`src/rtl/nebula_pkg.sv`:
```
// Shared types for the nebula commit collector: table entry layout and core masks.
package nebula_pkg;

    localparam int NUM_CORES_DEF = 3;
    localparam int DEPTH_DEF     = 8;
    localparam int ID_W_DEF      = 8;
    localparam int RES_W_DEF     = 64;

    typedef logic [NUM_CORES_DEF-1:0] core_mask_t;

    typedef struct packed {
        logic                                    valid;
        logic [ID_W_DEF-1:0]                     id;
        core_mask_t                              exp_mask;
        core_mask_t                              done_mask;
        logic [NUM_CORES_DEF-1:0][RES_W_DEF-1:0] data;
    } commit_entry_t;

    // Matcher view of an entry, without the result payload
    typedef struct packed {
        logic                valid;
        logic [ID_W_DEF-1:0] id;
        core_mask_t          exp_mask;
        core_mask_t          done_mask;
    } entry_tag_t;

endpackage

```
`src/rtl/nebula_done_match.sv`:
```
// Oldest-first search of the outstanding table for one core's completion report.
module nebula_done_match
    import nebula_pkg::*;
#(
    parameter int DEPTH  = DEPTH_DEF,
    parameter int PTR_W  = $clog2(DEPTH),
    parameter int CIDX_W = (NUM_CORES_DEF > 1) ? $clog2(NUM_CORES_DEF) : 1
) (
    input  entry_tag_t [DEPTH-1:0] tags,
    input  logic [PTR_W-1:0]       head,
    input  logic                   done,
    input  logic [ID_W_DEF-1:0]    id,
    input  logic [CIDX_W-1:0]      core_idx,
    output logic [DEPTH-1:0]       sel,
    output logic                   hit
);

    logic [PTR_W-1:0] slot;

    always_comb begin
        sel  = '0;
        hit  = 1'b0;
        slot = head;
        for (int k = 0; k < DEPTH; k++) begin
            slot = head + PTR_W'(k);
            if (done && !hit && tags[slot].valid &&
                tags[slot].id == id &&
                tags[slot].exp_mask[core_idx] &&
                !tags[slot].done_mask[core_idx]) begin
                sel[slot] = 1'b1;
                hit       = 1'b1;
            end
        end
    end

endmodule

```
`src/rtl/nebula_commit_collector.sv`:
```
// In-order retirement of issued blocks once every targeted core has reported.
module nebula_commit_collector
    import nebula_pkg::*;
#(
    parameter int NUM_CORES = NUM_CORES_DEF,
    parameter int DEPTH     = DEPTH_DEF,
    parameter int ID_W      = ID_W_DEF,
    parameter int RES_W     = RES_W_DEF
) (
    input  logic                              clk,
    input  logic                              rst,
    input  logic                              alloc_valid,
    output logic                              alloc_ready,
    input  logic [ID_W-1:0]                   alloc_id,
    input  logic [NUM_CORES-1:0]              alloc_mask,
    input  logic [NUM_CORES-1:0]              core_done,
    input  logic [NUM_CORES-1:0][ID_W-1:0]    core_done_id,
    input  logic [NUM_CORES-1:0][RES_W-1:0]   core_result,
    output logic                              commit_valid,
    input  logic                              commit_ready,
    output logic [ID_W-1:0]                   commit_id,
    output logic [NUM_CORES-1:0]              commit_mask,
    output logic [NUM_CORES-1:0][RES_W-1:0]   commit_data,
    output logic [$clog2(DEPTH):0]            occupancy,
    output logic                              err_unmatched
);

    localparam int PTR_W  = $clog2(DEPTH);
    localparam int CNT_W  = PTR_W + 1;
    localparam int CIDX_W = (NUM_CORES > 1) ? $clog2(NUM_CORES) : 1;

    commit_entry_t [DEPTH-1:0]         tbl;
    entry_tag_t    [DEPTH-1:0]         tags;
    commit_entry_t                     head_e;
    logic [PTR_W-1:0]                  head;
    logic [PTR_W-1:0]                  tail;
    logic [CNT_W-1:0]                  count;
    logic [NUM_CORES-1:0][DEPTH-1:0]   sel;
    logic [NUM_CORES-1:0]              hit;
    logic                              do_alloc;
    logic                              do_commit;

    always_comb begin
        tags = '0;
        for (int s = 0; s < DEPTH; s++) begin
            tags[s].valid     = tbl[s].valid;
            tags[s].id        = tbl[s].id;
            tags[s].exp_mask  = tbl[s].exp_mask;
            tags[s].done_mask = tbl[s].done_mask;
        end
    end

    for (genvar c = 0; c < NUM_CORES; c++) begin : g_match
        nebula_done_match #(.DEPTH(DEPTH)) u_match (
            .tags     (tags),
            .head     (head),
            .done     (core_done[c]),
            .id       (core_done_id[c]),
            .core_idx (CIDX_W'(c)),
            .sel      (sel[c]),
            .hit      (hit[c])
        );
    end

    assign head_e       = tbl[head];
    assign alloc_ready  = (count < CNT_W'(DEPTH));
    assign commit_valid = head_e.valid && (head_e.done_mask == head_e.exp_mask);
    assign commit_id    = commit_valid ? head_e.id : '0;
    assign commit_mask  = commit_valid ? head_e.exp_mask : '0;
    assign commit_data  = commit_valid ? head_e.data : '0;
    assign occupancy    = count;

    // An empty mask is accepted but leaves nothing to wait for
    assign do_alloc  = alloc_valid && alloc_ready && (alloc_mask != '0);
    assign do_commit = commit_valid && commit_ready;

    always_ff @(posedge clk) begin
        if (rst) begin
            tbl           <= '0;
            head          <= '0;
            tail          <= '0;
            count         <= '0;
            err_unmatched <= 1'b0;
        end else begin
            for (int c = 0; c < NUM_CORES; c++) begin
                for (int s = 0; s < DEPTH; s++) begin
                    if (sel[c][s]) begin
                        tbl[s].done_mask[c] <= 1'b1;
                        tbl[s].data[c]      <= core_result[c];
                    end
                end
            end
            if (do_commit) begin
                tbl[head].valid <= 1'b0;
                head            <= head + 1'b1;
            end
            if (do_alloc) begin
                tbl[tail] <= '{valid: 1'b1, id: alloc_id,
                               exp_mask: alloc_mask,
                               done_mask: '0, data: '0};
                tail      <= tail + 1'b1;
            end
            count <= count + CNT_W'(do_alloc) - CNT_W'(do_commit);
            if ((core_done & ~hit) != '0)
                err_unmatched <= 1'b1;
        end
    end

endmodule

```
`config.mk`:
```
export PLATFORM = sky130hd
export DESIGN_NAME = nebula_commit_collector
export DESIGN_NICKNAME = d
export VERILOG_FILES = /design/src/rtl/nebula_pkg.sv /design/src/rtl/nebula_done_match.sv /design/src/rtl/nebula_commit_collector.sv
export SDC_FILE = /design/constraint.sdc
export NUM_CORES = 2
export LEC_CHECK = 0
export BUFFER_PORTS_ARGS = -buffer_cell sky130_fd_sc_hd__buf_2
export CAP_MARGIN = 20
export CORE_MARGIN = 1.5
export CORE_UTILIZATION = 30
export DETAILED_ROUTE_END_ITERATION = 8
export REMOVE_ABC_BUFFERS = 1
export SLEW_MARGIN = 20
export SYNTH_ARGS = -nofsm -noshare
export SYNTH_HDL_FRONTEND = slang
export SYNTH_HIERARCHICAL = 1
export SYNTH_SLANG_ARGS = --single-unit
```
`constraint.sdc`:
```
create_clock -name clk -period 7.03 [get_ports clk]
set_input_delay 0 -clock clk [delete_from_list [all_inputs] [get_ports clk]]
set_output_delay 0 -clock clk [all_outputs]
set_load 0.1 [all_outputs]
```
==> impl_metrics.env <==
export IMPL_timing_rr_end="tbl[227]$_SDFF_PP0_"
export IMPL_firstDrtPassIters=6
export IMPL_p_total_mw=24.6
export IMPL_synth_top_area_cell="dfxtp_1"
export IMPL_grt_max_degree=148
export IMPL_clkSinkCount=1667
export IMPL_dieArea_sq_um=310000
export IMPL_ant_nets=0
export IMPL_finalCriticalPeriod_ns=6.68
export IMPL_outcome="finished, final reports clean"
export IMPL_synth_edf_count=0
export IMPL_relSlewSlack_pct=18.7
export IMPL_rsz0062_at_grt="no"
export IMPL_r2r_start="head[0]$_SDFFE_PP0P_"
export IMPL_place_congestion=0.945
export IMPL_setup_violations=0
export IMPL_async_flop_share_pct=0
export IMPL_drt_total_wl_microns=334000
export IMPL_power_density_nw_per_um2=230
export IMPL_grt_antenna_before_repair=44
export IMPL_track_usage_pct=20.8
export IMPL_nets=9112
export IMPL_crit_type="reg2out"
export IMPL_crit_path_end="commit_data[162]"
export IMPL_grt_pass1_vias=73144
export IMPL_die_x_microns=556
export IMPL_syn_cell_area_sq_um=91900
export IMPL_clockBufferDepth=4
export IMPL_period_share_pct=95.0
export IMPL_ys_seq_elements=1667
export IMPL_crit_fanout=142
export IMPL_via_count=72266
export IMPL_cts_tree="yes"
export IMPL_cts_clk_slew_worst_paths_ns=0.06
export IMPL_cts_setup_buffers=0
export IMPL_clockRootBuffer="clkbuf_16"
export IMPL_drive_gt1_share_pct=20.5
export IMPL_worst_ir_drop_vdd_v=0.000231
export IMPL_postSynthAreaPerCell_sq_um=10.7
export IMPL_grt_first_pass_wirelength_microns=491000
export IMPL_die_y_microns=556
export IMPL_cts_buffers=186
export IMPL_synthDistinctLibCells=115
export IMPL_finalHoldViolations=0
export IMPL_area_growth_pct=16.4
export IMPL_end_kind="output port"
export IMPL_routed_via_density=5.51
export IMPL_maxCapViolCount=0
export IMPL_cp_data_required_time_ns=7.03
export IMPL_rrSetupSlack_ns=0.58
export IMPL_cts_resized=0
export IMPL_yosys_cell_count_top_type="mux2i_1"
export IMPL_worst_skew_pair_late_latency_ns=0.91
export IMPL_fillers=30305
export IMPL_wl_per_cell_microns=25.4
export IMPL_hp_class="in2reg"
export IMPL_hpwl_microns=205000
export IMPL_yosys_top_cells_count="2084 x mux2i_1, 1952 x nor2_1, 1667 x dfxtp_1"
export IMPL_cp_start_kind="register"
export IMPL_skew_ns=0.134
export IMPL_worstPathArrival_ns=6.68
export IMPL_crit_start="head[0]$_SDFFE_PP0P_"
export IMPL_ys_flop_type="dfxtp_1"
export IMPL_ys_seq_area_share_pct=36.3
export IMPL_htreeDepth=4
export IMPL_route_detailed_drc=0
export IMPL_cts_hold_buf=281
export IMPL_cellLeakagePower_nw=34.7
export IMPL_slew_violations=0
export IMPL_start_util_pct=30.1
export IMPL_r2r_cells=14
export IMPL_yosysTopAreaCellShare_pct=36.3
export IMPL_grt_overflow=0
export IMPL_fmax_ghz=0.150
export IMPL_core_area_sq_um=305000
export IMPL_drt_initial_drc_count=7049
export IMPL_port_buffers=443
export IMPL_max_slew_worst_pin_slew_ns=1.22
export IMPL_setup_tns_final_ns=0
export IMPL_synth_cells=8604
export IMPL_ys_top_cells_by_area="dfxtp_1 36%, mux2i_1 23%, mux4_2 19%, nor2_1 8.0%, clkbuf_1 1.5%"
export IMPL_yosysWarningCount=6
export IMPL_io_pins=444
export IMPL_fp_row_count=203
==> worst max-delay path, stage by stage (launching register included) <==
cell and delay, ns:
dfxtp_4 0.77, buf_12 0.65, mux4_2 0.60, mux2i_1 0.84
xor2_1 0.25, or4b_4 1.03, buf_12 0.42, nor2_1 0.48
buf_2 0.52
==> metrics by stage <==
stage	util (%)	cells	hold WS [ns]	area, sq um	worst slack (ns)
final	35.0	13121	0.0473	107000	0.350
after global routing	35.0	13116	0.0285	107000	0.157
after CTS	35.0	13098	0.000400	107000	0.284
after detailed placement	32.1	12484	0.352	97900	0.653
after global placement	32.1	12484	0.343	97900	0.722
after floorplan	-	7728	0.0691	87800	-48.07
==> power by group <==
group | switching, mW | internal [mW]
logic | 2.67 | 1.70
clock network | 4.16 | 5.87
registers | 0.340 | 9.84
total | 7.17 | 17.4
==> cell usage in the layout, fill, tap and decap left out, types with 129 or more instances in the layout <==
cell type      instances
buf_4                158
nand2_1              129
mux2i_1             2072
xnor2_1              136
mux4_2               765
buf_2                442
dfxtp_1             1664
clkbuf_16            188
nor2_1              1950
dlygate4sd3_1        281
==> how the worst min path moves through the flow <==
stage / slack (ns) / start / cells after the start / endpoint
floorplan: 0.07 / rst / 1 / tail[0]$_SDFFE_PP0P_
global placement: 0.34 / core_result[126] / 3 / tbl[540]$_SDFF_PP0_
detailed placement: 0.35 / alloc_id[0] / 3 / tags[111]$_SDFFE_PP0P_
CTS: 0.0004 / core_result[125] / 4 / tbl[539]$_SDFF_PP0_
global route: 0.03 / core_result[100] / 4 / tbl[307]$_SDFF_PP0_
finish: 0.05 / alloc_id[4] / 4 / tags[115]$_SDFFE_PP0P_
==> per-layer routing <==
layer	vias to the layer above	track usage (%)	part of all wire [%]
met5	-	0	0.031
met4	18	8.87	4.3
met3	749	4.09	7.6
met2	3264	34.0	47
met1	36858	26.6	41
li1	31377	-	-
==> layout make-up <==
| class | instances | area (sq um) | share of cell area [%] |
|---|---|---|---|
| timing repair buffer | 938 | 7330 | 6.85 |
| clock buffer | 272 | 5400 | 5.05 |
| tap | 4100 | 5130 | 4.80 |
| clock inverter | 61 | 817 | 0.764 |
| sequential | 1667 | 33400 | 31.2 |
| antenna | 22 | 55.1 | 0.0515 |
| inverter | 59 | 224 | 0.209 |
| multi-input combinational | 6002 | 54600 | 51.1 |
==> sequential cells by signal, summed over array words and instances, names as in the netlist <==
name           flops
head               3
occupancy          4
tags             120
err_unmatched      1
tail               3
tbl             1536
==> cell families after synthesis <==
kind of cell	after synthesis	share of synthesized area (%)
muxes	2893	42.0
xor gates and xnor gates	201	1.95
buffers and inverters	968	4.84
and+or+nand+nor	2504	11.6
DFF	1667	36.3
other	2	0.00817
AOI/OAI and AO/OA	345	2.91
adders and majority gates	24	0.335
No activity file was read; power rests on OpenSTA's default activity.
